==> src/rtl/ws2812_frame_arbiter_pkg.sv <==
// Shared types and constants for the WS2812 frame arbiter.
// Build option: WS_ARB_RST_ALIGN_EN aligns table fills to the WS2812 reset code.
package ws2812_pkg;

   typedef enum logic [2:0] {
      IDLE,
      ARB,
      WAIT_RST,
      FILL,
      UPD,
      DONE
   } arb_state_e;

   localparam int PIX_W           = 24;
   localparam int TIMEOUT_CYC_DEF = 1000000;

   // $clog2 that never returns 0, so single-entry tables/requesters keep a 1-bit index
   function automatic int clog2_min1(input int n);
      return (n > 1) ? $clog2(n) : 1;
   endfunction

endpackage

==> src/rtl/ws2812_frame_arbiter_rr_arbiter.sv <==
// Combinational round-robin pick: first set request at or after the pointer, wrapping.
// Build option: none.
module rr_arbiter #(
   parameter int N     = 2,
   parameter int IDX_W = 1
) (
   input  logic [N-1:0]     i_req,
   input  logic [IDX_W-1:0] i_ptr,
   output logic [N-1:0]     o_grant,
   output logic [IDX_W-1:0] o_idx,
   output logic             o_any
);

   always_comb begin
      o_grant = '0;
      o_idx   = '0;
      o_any   = 1'b0;
      for (int k = 0; k < N; k++) begin
         if (!o_any && i_req[(int'(i_ptr) + k) % N]) begin
            o_any                           = 1'b1;
            o_grant[(int'(i_ptr) + k) % N]  = 1'b1;
            o_idx                           = IDX_W'((int'(i_ptr) + k) % N);
         end
      end
   end

endmodule

==> src/rtl/ws2812_frame_arbiter.sv <==
// Round-robin frame arbiter feeding the WS2812 LED table RAM and update handshake.
// Build option: WS_ARB_RST_ALIGN_EN holds fills in WAIT_RST until rst_code is high.
//
// state    | meaning
// IDLE     | no frame in progress, waiting for any req
// ARB      | pick winner, latch grant, clear pix_addr
// WAIT_RST | (option) wait for WS2812 reset code before filling
// FILL     | stream LED_NUM pixels from the winner into the table
// UPD      | update_reqeust high until update_done or timeout
// DONE     | pulse frame_done, advance pointer, release grant
module ws2812_frame_arbiter
   import ws2812_pkg::*;
#(
   parameter int LED_NUM     = 4,
   parameter int ADDR_BIT    = clog2_min1(LED_NUM),
   parameter int NUM_REQ     = 2,
   parameter int TIMEOUT_CYC = TIMEOUT_CYC_DEF
) (
   input  logic                     CLK,
   input  logic                     RST_N,
   input  logic [NUM_REQ-1:0]       req,
   output logic [NUM_REQ-1:0]       grant,
   output logic [ADDR_BIT-1:0]      pix_addr,
   input  logic [NUM_REQ*PIX_W-1:0] pix_data,
   output logic [NUM_REQ-1:0]       frame_done,
   output logic                     ram_wrclock,
   output logic [ADDR_BIT-1:0]      ram_wraddress,
   output logic [PIX_W-1:0]         ram_data,
   output logic                     update_reqeust,
   input  logic                     update_done,
   input  logic                     rst_code,
   output logic                     busy,
   output logic                     timeout_err
);

   localparam int IDX_W = clog2_min1(NUM_REQ);
   localparam int CNT_W = ADDR_BIT + 1;
   localparam int TMR_W = $clog2(TIMEOUT_CYC + 1);

   arb_state_e           r_state, w_state_nxt;
   logic [NUM_REQ-1:0]   r_grant, w_pick_oh;
   logic [IDX_W-1:0]     r_gnt_idx, r_ptr, w_pick_idx;
   logic                 w_pick_any;
   logic [ADDR_BIT-1:0]  r_pix_addr, r_wraddr;
   logic [PIX_W-1:0]     r_wdata, w_sel_pix;
   logic [CNT_W-1:0]     r_fill_cnt;
   logic [TMR_W-1:0]     r_tmr;
   logic                 r_tmo_err;
   logic                 w_fill_last, w_tmr_tc;

   rr_arbiter #(.N(NUM_REQ), .IDX_W(IDX_W)) u_rr (
      .i_req   (req),
      .i_ptr   (r_ptr),
      .o_grant (w_pick_oh),
      .o_idx   (w_pick_idx),
      .o_any   (w_pick_any)
   );

   assign w_sel_pix   = pix_data[int'(r_gnt_idx) * PIX_W +: PIX_W];
   assign w_fill_last = (r_fill_cnt == CNT_W'(LED_NUM));
   assign w_tmr_tc    = (r_tmr == '0);

`ifndef WS_ARB_RST_ALIGN_EN
   logic w_unused_rst_code;
   assign w_unused_rst_code = rst_code;
`endif

   always_ff @(posedge CLK or negedge RST_N) begin
      if (!RST_N) r_state <= IDLE;
      else        r_state <= w_state_nxt;
   end

   always_comb begin
      w_state_nxt    = r_state;
      busy           = (r_state != IDLE);
      update_reqeust = (r_state == UPD);
      frame_done     = (r_state == DONE) ? r_grant : '0;
      case (r_state)
         IDLE:     if (|req) w_state_nxt = ARB;
`ifdef WS_ARB_RST_ALIGN_EN
         ARB:      w_state_nxt = w_pick_any ? WAIT_RST : IDLE;
         WAIT_RST: if (rst_code) w_state_nxt = FILL;
`else
         ARB:      w_state_nxt = w_pick_any ? FILL : IDLE;
         WAIT_RST: w_state_nxt = FILL;
`endif
         FILL:     if (w_fill_last) w_state_nxt = UPD;
         UPD:      if (update_done || w_tmr_tc) w_state_nxt = DONE;
         DONE:     w_state_nxt = IDLE;
         default:  w_state_nxt = IDLE;
      endcase
   end

   always_ff @(posedge CLK or negedge RST_N) begin
      if (!RST_N) begin
         r_grant    <= '0;
         r_gnt_idx  <= '0;
         r_ptr      <= '0;
         r_pix_addr <= '0;
         r_fill_cnt <= '0;
         r_wraddr   <= '0;
         r_wdata    <= '0;
         r_tmr      <= '0;
         r_tmo_err  <= 1'b0;
      end else begin
         if (r_state == ARB && w_pick_any) begin
            r_grant    <= w_pick_oh;
            r_gnt_idx  <= w_pick_idx;
            r_pix_addr <= '0;
            r_fill_cnt <= '0;
         end
         // write regs trail pix_addr by one cycle to match the source's read latency
         if (r_state == FILL) begin
            if (r_pix_addr != ADDR_BIT'(LED_NUM - 1)) r_pix_addr <= r_pix_addr + 1'b1;
            if (r_fill_cnt != '0) begin
               r_wraddr <= ADDR_BIT'(r_fill_cnt - 1'b1);
               r_wdata  <= w_sel_pix;
            end
            if (!w_fill_last) r_fill_cnt <= r_fill_cnt + 1'b1;
            r_tmr <= TMR_W'(TIMEOUT_CYC - 1);
         end
         if (r_state == UPD) begin
            if (!w_tmr_tc) r_tmr <= r_tmr - 1'b1;
            if (!update_done && w_tmr_tc) r_tmo_err <= 1'b1;
         end
         if (r_state == DONE) begin
            r_grant <= '0;
            r_ptr   <= (r_gnt_idx == IDX_W'(NUM_REQ - 1)) ? '0 : r_gnt_idx + 1'b1;
         end
      end
   end

   assign grant         = r_grant;
   assign pix_addr      = r_pix_addr;
   assign ram_wrclock   = CLK;
   assign ram_wraddress = r_wraddr;
   assign ram_data      = r_wdata;
   assign timeout_err   = r_tmo_err;

endmodule

==> config.mk <==
export PLATFORM = sky130hd
export DESIGN_NAME = ws2812_frame_arbiter
export DESIGN_NICKNAME = d
export VERILOG_FILES = /design/src/rtl/ws2812_frame_arbiter_pkg.sv /design/src/rtl/ws2812_frame_arbiter_rr_arbiter.sv /design/src/rtl/ws2812_frame_arbiter.sv
export SDC_FILE = /design/constraint.sdc
export NUM_CORES = 1
export LEC_CHECK = 0
export CAP_MARGIN = 20
export CORE_MARGIN = 2
export CORE_UTILIZATION = 60
export CTS_CLUSTER_DIAMETER = 200
export DETAILED_ROUTE_END_ITERATION = 8
export DONT_BUFFER_PORTS = 1
export PLACE_DENSITY = 0.76
export SYNTH_ARGS = -nofsm -noshare
export SYNTH_HDL_FRONTEND = slang
export SYNTH_SLANG_ARGS = --single-unit
==> constraint.sdc <==
create_clock -name CLK -period 2.94 [get_ports CLK]
set_input_delay 0.588 -clock CLK [delete_from_list [all_inputs] [get_ports CLK]]
set_output_delay 0.588 -clock CLK [all_outputs]
set_load 0.01 [all_outputs]
Yosys cells after proc, flatten, opt, wreduce, memory -nomap -nowiden
Index checks and enable logic that the tools add are counted.
Cells by class
  reductions and logical operators: 17
  $lt $le $gt $ge: 4
  add/sub/neg operators: 6
  shift-type cells: 1
  mux-type cells: 33
  multiply operators: 1
  equal/unequal tests: 10
  bitwise gates (word level): 2
Operators with widths (number)
  $mux 20: 3
  $shiftx 48x7->24: 1
  $logic_not 20->1: 1
  $sub 20x1->20 const B: 1
  $mux 2: 9
  $mux 3: 6
  $pmux 3 s5: 1
  $mux 1: 12
  $eq 3x3->1 const B: 3
  $eq 3x2->1 const B: 2
  $ne 2x2->1 const B: 3
  $reduce_bool 3->1: 2
  $logic_and 1x1->1: 5
  $reduce_and 2->1: 2
  $add 3x1->3 const B: 1
  $eq 3x1->1 const B: 1
  $logic_not 3->1: 1
  $lt 2x3->1 const B: 1
  $mul 1x2->3 const B: 1
  $reduce_and 3->1: 1
  $add 1x1->1 const B: 2
  $add 2x1->2 const B: 1
  $demux 1 s1: 2
  $ge 2x1->1 const B: 1
  other kinds (10): 11
Storage, ports and cells
  word-level logic and storage cells: 84
  register bits after elaboration: 59
  bits of input ports: 54

Depth between registers and ports, before layout
  depth in word-level cells: 11
  gate-level depth with buffers: 8
  mapped depth without buffers: 6

Hierarchy
Synthesis repeated with hierarchy kept, for this count alone.
Second synthesis, totals
  cells, all modules: 307
  area total of the unflattened synthesis: 2996.6 um^2
Modules (own cells, without submodules)
  ws2812_frame_arbiter: cells each 302, times used 1, area an instance 2964.1 um^2
  rr_arbiter: cells each 5, times used 1, area an instance 32.5 um^2

==> impl_metrics.toml <==
[synth]
syn_area_um2 = 3020
synth_most_common_cell = "sky130_fd_sc_hd__dfrtp_1"
yosys_warnings = 0
synth_nets = 374
yosys-top-cells-area = "sky130_fd_sc_hd__dfrtp_1 49%, sky130_fd_sc_hd__mux2i_1 14%, sky130_fd_sc_hd__o21ai_0 6.5%, sky130_fd_sc_hd__nand2_1 5.8%, sky130_fd_sc_hd__clkbuf_1 2.4%"
ys_seq_area_frac = 0.489
most_area_hungry_cell_type_in_the_yosys_netlist = "sky130_fd_sc_hd__dfrtp_1"
postSynthAreaPerCell_um2 = 9.58
post_synth_num_cell_types = 41
dominantRegCellSynth = "sky130_fd_sc_hd__dfrtp_1"
yosys_register_bits = 59
synth_top_area_frac = 0.489
synth_enable_flop_cells = 0
synth_top_cells_by_count = "59 x sky130_fd_sc_hd__dfrtp_1, 47 x sky130_fd_sc_hd__nand2_1, 41 x sky130_fd_sc_hd__mux2i_1"
synth_async_sr_flop_share = 1.00
synthCells = 315

[status]
outcome = "complete, no violations"

[detailed_routing]
detail_route.first_pass.iterations = 5
route.vias.total = 2292
drt.antenna.violating_nets = 0
drt_drc_violations_left = 0
drt-total-wl_um = 6200
dr.first_iter.drc_count = 132
drt-wirelength-per-cell_um = 16.2
avgViaCountPerCell = 5.98

[timing]
period_share = 0.832
tightestPinTransition_ps = 609
report.final.setup_viol = 0
maxSlewViolCount = 0
post-route-min-period_ps = 2440
clock.fmax_ghz = 0.409
post-route-worst-setup-slack_ps = 495
finalSetupTns_ps = 0
slew_headroom = 0.593
rsz0062_at_grt = "no"
skew_ps = 7.08
hold_viol = 0

[layout]
final_cell_area_um2 = 3290
post_route_cells_drive_above_1_share = 0.0886
area_delta_synth_final_pct = 9.08
finalNetCount = 370
post-route-util = 0.688
antenna_cells_inserted = 0

[setup_path]
critical_path.max_fanout = 14
timing.critical_path.to_type = "primary output"
criticalPathCategory = "flop to primary output"
critPathSlowestCell = "sky130_fd_sc_hd__or3b_1"
critPathLaunch = "r_state[2]"
timing.critical_path.from_type = "flop"
crit_chain = "or3b_1, inv_1"
critical_path.reg2reg.startpoint = "r_tmr[0]"
arrival_ps = 1860
r2r_slack_ps = 590
slowest_delay_ps = 620
worstPathRequired_ps = 2350

[clock_tree]
tritoncts = "built"
clock_insertion_delay_worst_skew_ps = 330
clock_tree.buffer_depth = 2
clock_pin_slew_worst_setup_and_hold_paths_ps = 70
clock-sinks = 59
cts_buffers = 9
h-tree-depth = 3
cts_root_buf = "sky130_fd_sc_hd__clkbuf_8"

[global_route]
number_of_antenna_violations_at_the_first_check_in_global_routing = 0
wire_length_of_the_first_global_routing_pass_um = 9810
grt_util_all_layers = 0.230
global_route.overflow_total = 0
grt_start_max_net_pins = 60
vias_in_the_first_global_route = 2223

[floorplan]
core-area_um2 = 4790
area_of_the_die_um2 = 5610
initial_utilization = 0.631
floorplan.die.width_um = 74.9
ios = 90
floorplan.rows = 25
dieHeight_um = 74.9

[placement]
placedInstanceArea_um2 = 3060
detailedPlacementHpwl_um = 4240
pre_cts_slack_ps = 606
rd_place_congestion = 0.822
io_buffers = 0

[pwr]
irDropWorstVdd_mv = 0.589
static_leak_uw = 0.00149
power-per-cell-area_nw_per_um2 = 919

[min_path]
worst_hold_path_type = "primary input to async pin"

[flow_run]
max_cap_viol_count = 0
## kinds of logic (layout without fill, tap and decap cells)
kind of cell	after synthesis	count (layout)	synth area share
buf+inv	33	34	0.0427
simple gates	108	108	0.175
mux	41	41	0.136
flops	59	59	0.489
fa+ha+maj	5	5	0.0207
compound gates	69	69	0.136
## state kept, by name, indices dropped and copies added, names as in the netlist
signal         flops
r_tmr             20
pix_addr           2
r_state            3
grant              2
r_fill_cnt         3
r_gnt_idx          1
timeout_err        1
r_ptr              1
ram_data          24
ram_wraddress      2
## report_power, final
group	switching (µW)	internal, µW
combinational	563	339
clock	329	414
sequential	304	1080
total	1200	1830
## worst paths after layout
kind / endpoint / depth (start not counted)
max: update_reqeust / 2
min: ram_data[1] / 1
max reg2reg: r_tmr[9] / 6
min reg2reg: r_tmr[18] / 1
max in group asynchronous: ram_data[17] / 1
min in group CLK: r_gnt_idx / 2
## metal layers
metal | GRT usage | part of all wire | vias up
met5 | 0 | 0 | -
met4 | 0.117 | 0.011 | 0
met3 | 0.0428 | 0.048 | 7
met2 | 0.381 | 0.52 | 66
met1 | 0.289 | 0.42 | 1105
li1 | - | - | 1114
## cells in the final DEF (no fill, tap or decap), types with 3 or more instances in the layout
cell type,Yosys,layout
sky130_fd_sc_hd__o211ai_1,9,9
sky130_fd_sc_hd__ha_1,5,5
sky130_fd_sc_hd__dfrtp_1,59,59
sky130_fd_sc_hd__nand3_1,5,5
sky130_fd_sc_hd__o21ai_1,4,3
sky130_fd_sc_hd__nand2_1,47,47
sky130_fd_sc_hd__nor2_1,16,16
sky130_fd_sc_hd__inv_1,11,11
sky130_fd_sc_hd__o21ai_0,39,39
sky130_fd_sc_hd__and3_1,3,3
sky130_fd_sc_hd__a21oi_1,3,3
sky130_fd_sc_hd__nor4_1,5,5
sky130_fd_sc_hd__buf_4,1,6
sky130_fd_sc_hd__clkbuf_8,0,10
sky130_fd_sc_hd__or4_1,3,3
sky130_fd_sc_hd__or3_1,6,6
sky130_fd_sc_hd__mux2i_1,41,41
sky130_fd_sc_hd__nor3_1,9,9
sky130_fd_sc_hd__a211oi_1,3,3
## worst max-delay path, delay by kind of cell, from the launching register on
family        cells  cell delay (ps)
flops             1              480
buf+inv           1              420
simple gates      1              620
## through the flow
stage	hold WS, ps	cells	total power [µW]
4_1_cts	121	383	3060
3_3_place_gp	294	366	2230
3_5_place_dp	294	366	2300
2_1_floorplan	292	315	2090
5_1_grt	134	383	3250
6_report	123	383	3020
## final cells by class
type | count | area, µm²
Fill cell | 396 | 1490
Sequential cell | 59 | 1480
Multi-Input combinational cell | 223 | 1420
Clock buffer | 10 | 138
Tap cell | 67 | 83.8
Timing Repair Buffer | 7 | 72.6
Clock inverter | 6 | 63.8
Inverter | 11 | 41.3
## timing repair
action	in CTS	in global routing
setup buffers	0	0
hold buffers	1	0
gates resized for setup	0	0
endpoints found under the hold margin	59	0
Power figures use the tool's default switching activity.
==> RTL change (same flow settings) <==
Encoding of `arb_state_e`: now one-hot (6 bits for 6 states).
--- a/src/rtl/ws2812_frame_arbiter_pkg.sv
+++ b/src/rtl/ws2812_frame_arbiter_pkg.sv
@@ -2,13 +2,13 @@
 // Build option: WS_ARB_RST_ALIGN_EN aligns table fills to the WS2812 reset code.
 package ws2812_pkg;
 
-   typedef enum logic [2:0] {
-      IDLE,
-      ARB,
-      WAIT_RST,
-      FILL,
-      UPD,
-      DONE
+   typedef enum logic [5:0] {
+      IDLE     = 6'b000001,
+      ARB      = 6'b000010,
+      WAIT_RST = 6'b000100,
+      FILL     = 6'b001000,
+      UPD      = 6'b010000,
+      DONE     = 6'b100000
    } arb_state_e;
 
    localparam int PIX_W           = 24;
Behaviour: no difference found for any inputs over 4 cycles, from zero or initial values and one cycle with RST_N low; so few cycles prove little.
==> RTL change against the original RTL <==
Synthesized cell count decreased by 8.3%. Power increased by 2.8%. Critical path type unchanged. Area after synthesis decreased by 2.0%. Design area decreased by 0.61%. Worst setup slack improved by 0.27 ns. Sequential cell count increased by 2. Count of clock-buffer cells in the layout increased by 3. Routed wire length decreased by 8.6%. Largest power group unchanged. Critical path depth increased by 1.
==> RTL change: results (changes against the original RTL) <==
outcome - complete, no violations (unchanged)
FF-to-FF path depth - 5 (was 6)
leakage power - 1.521 nW (was 1.491 nW)
count of plain and timing-repair buffers - 4 (was 7)
GRT met2 Usage - 36.01% (was 38.11%)
drt first pass iters - 4 (was 5)
GRT Util Overall - 22.77% (was 23.04%)
# nets final - 351 (was 370)
number of multi-input logic gates - 208 (was 223)
RD Place Congestion - 0.8545 (was 0.8219)
clock buffers - 13 (was 10)
hold slack final - 0.09037 ns (was 0.1228 ns)
Worst Path Max Fanout - 5 (was 14)
fraction of area in multi-input gates - 41.38% (was 43.03%)
Worst path slowest cell - dfrtp_1 (was or3b_1)
R2R Path Start - r_tmr[10] (was r_tmr[0])
nonclk inv count - 8 (was 11)
first-pass GRT wire length - 9211 µm (was 9811 µm)
combinational share of power - 24.1% (was 29.8%)
CP max stage delay - 0.41 ns (was 0.62 ns)
routed wl met3 - 450 µm (was 298 µm)
Met2 Wirelength - 2665 µm (was 3204 µm)
num sequential - 61 (was 59)
Seq/Total Area, Yosys - 51.67% (was 48.92%)
post-synth cell types - 51 (was 41)
Worst R2R Setup Slack - 0.78 ns (was 0.59 ns)
Seq pwr share - 49.0% (was 45.6%)
Area contributors post-synth - dfrtp_1 (51%), mux2i_1 (12%), nand2_1 (5.5%) (was dfrtp_1 (49%), mux2i_1 (14%), o21ai_0 (6.5%))
DRT iter0 DRCs - 123 (was 132)
Arr. time, crit path - 1.58 ns (was 1.86 ns)
largest net degree at the start of global routing - 61 (was 60)
==> RTL change: changes by cell type after synthesis, sizes merged, moves of 5 or more <==
cell    delta
o211ai     -8
mux2i      -6
clkbuf    -12
o21ai     -11
a31oi      +5
==> RTL change: metrics by stage <==
step	power [mW]	std cells	util (%)	setup WS, ns	cell area (µm²)
finish	3.109	364	69.27	0.7689	3272
global route	3.339	364	69.27	0.6754	3272
CTS	3.144	364	69.27	0.7544	3272
detailed placement	2.274	347	63.89	0.7784	3018
global placement	2.222	347	63.89	0.8172	3018
floorplan	2.111	289	-	0.7629	2957
==> RTL change: cell families after synthesis <==
| family | Yosys count | share of synthesized area (%) |
|---|---|---|
| adders and majority gates | 5 | 2.116 |
| AOI/OAI and AO/OA | 61 | 12.36 |
| muxes | 36 | 12.23 |
| and+or+nand+nor | 106 | 18.96 |
| buffers and inverters | 20 | 2.666 |
| DFF | 61 | 51.67 |
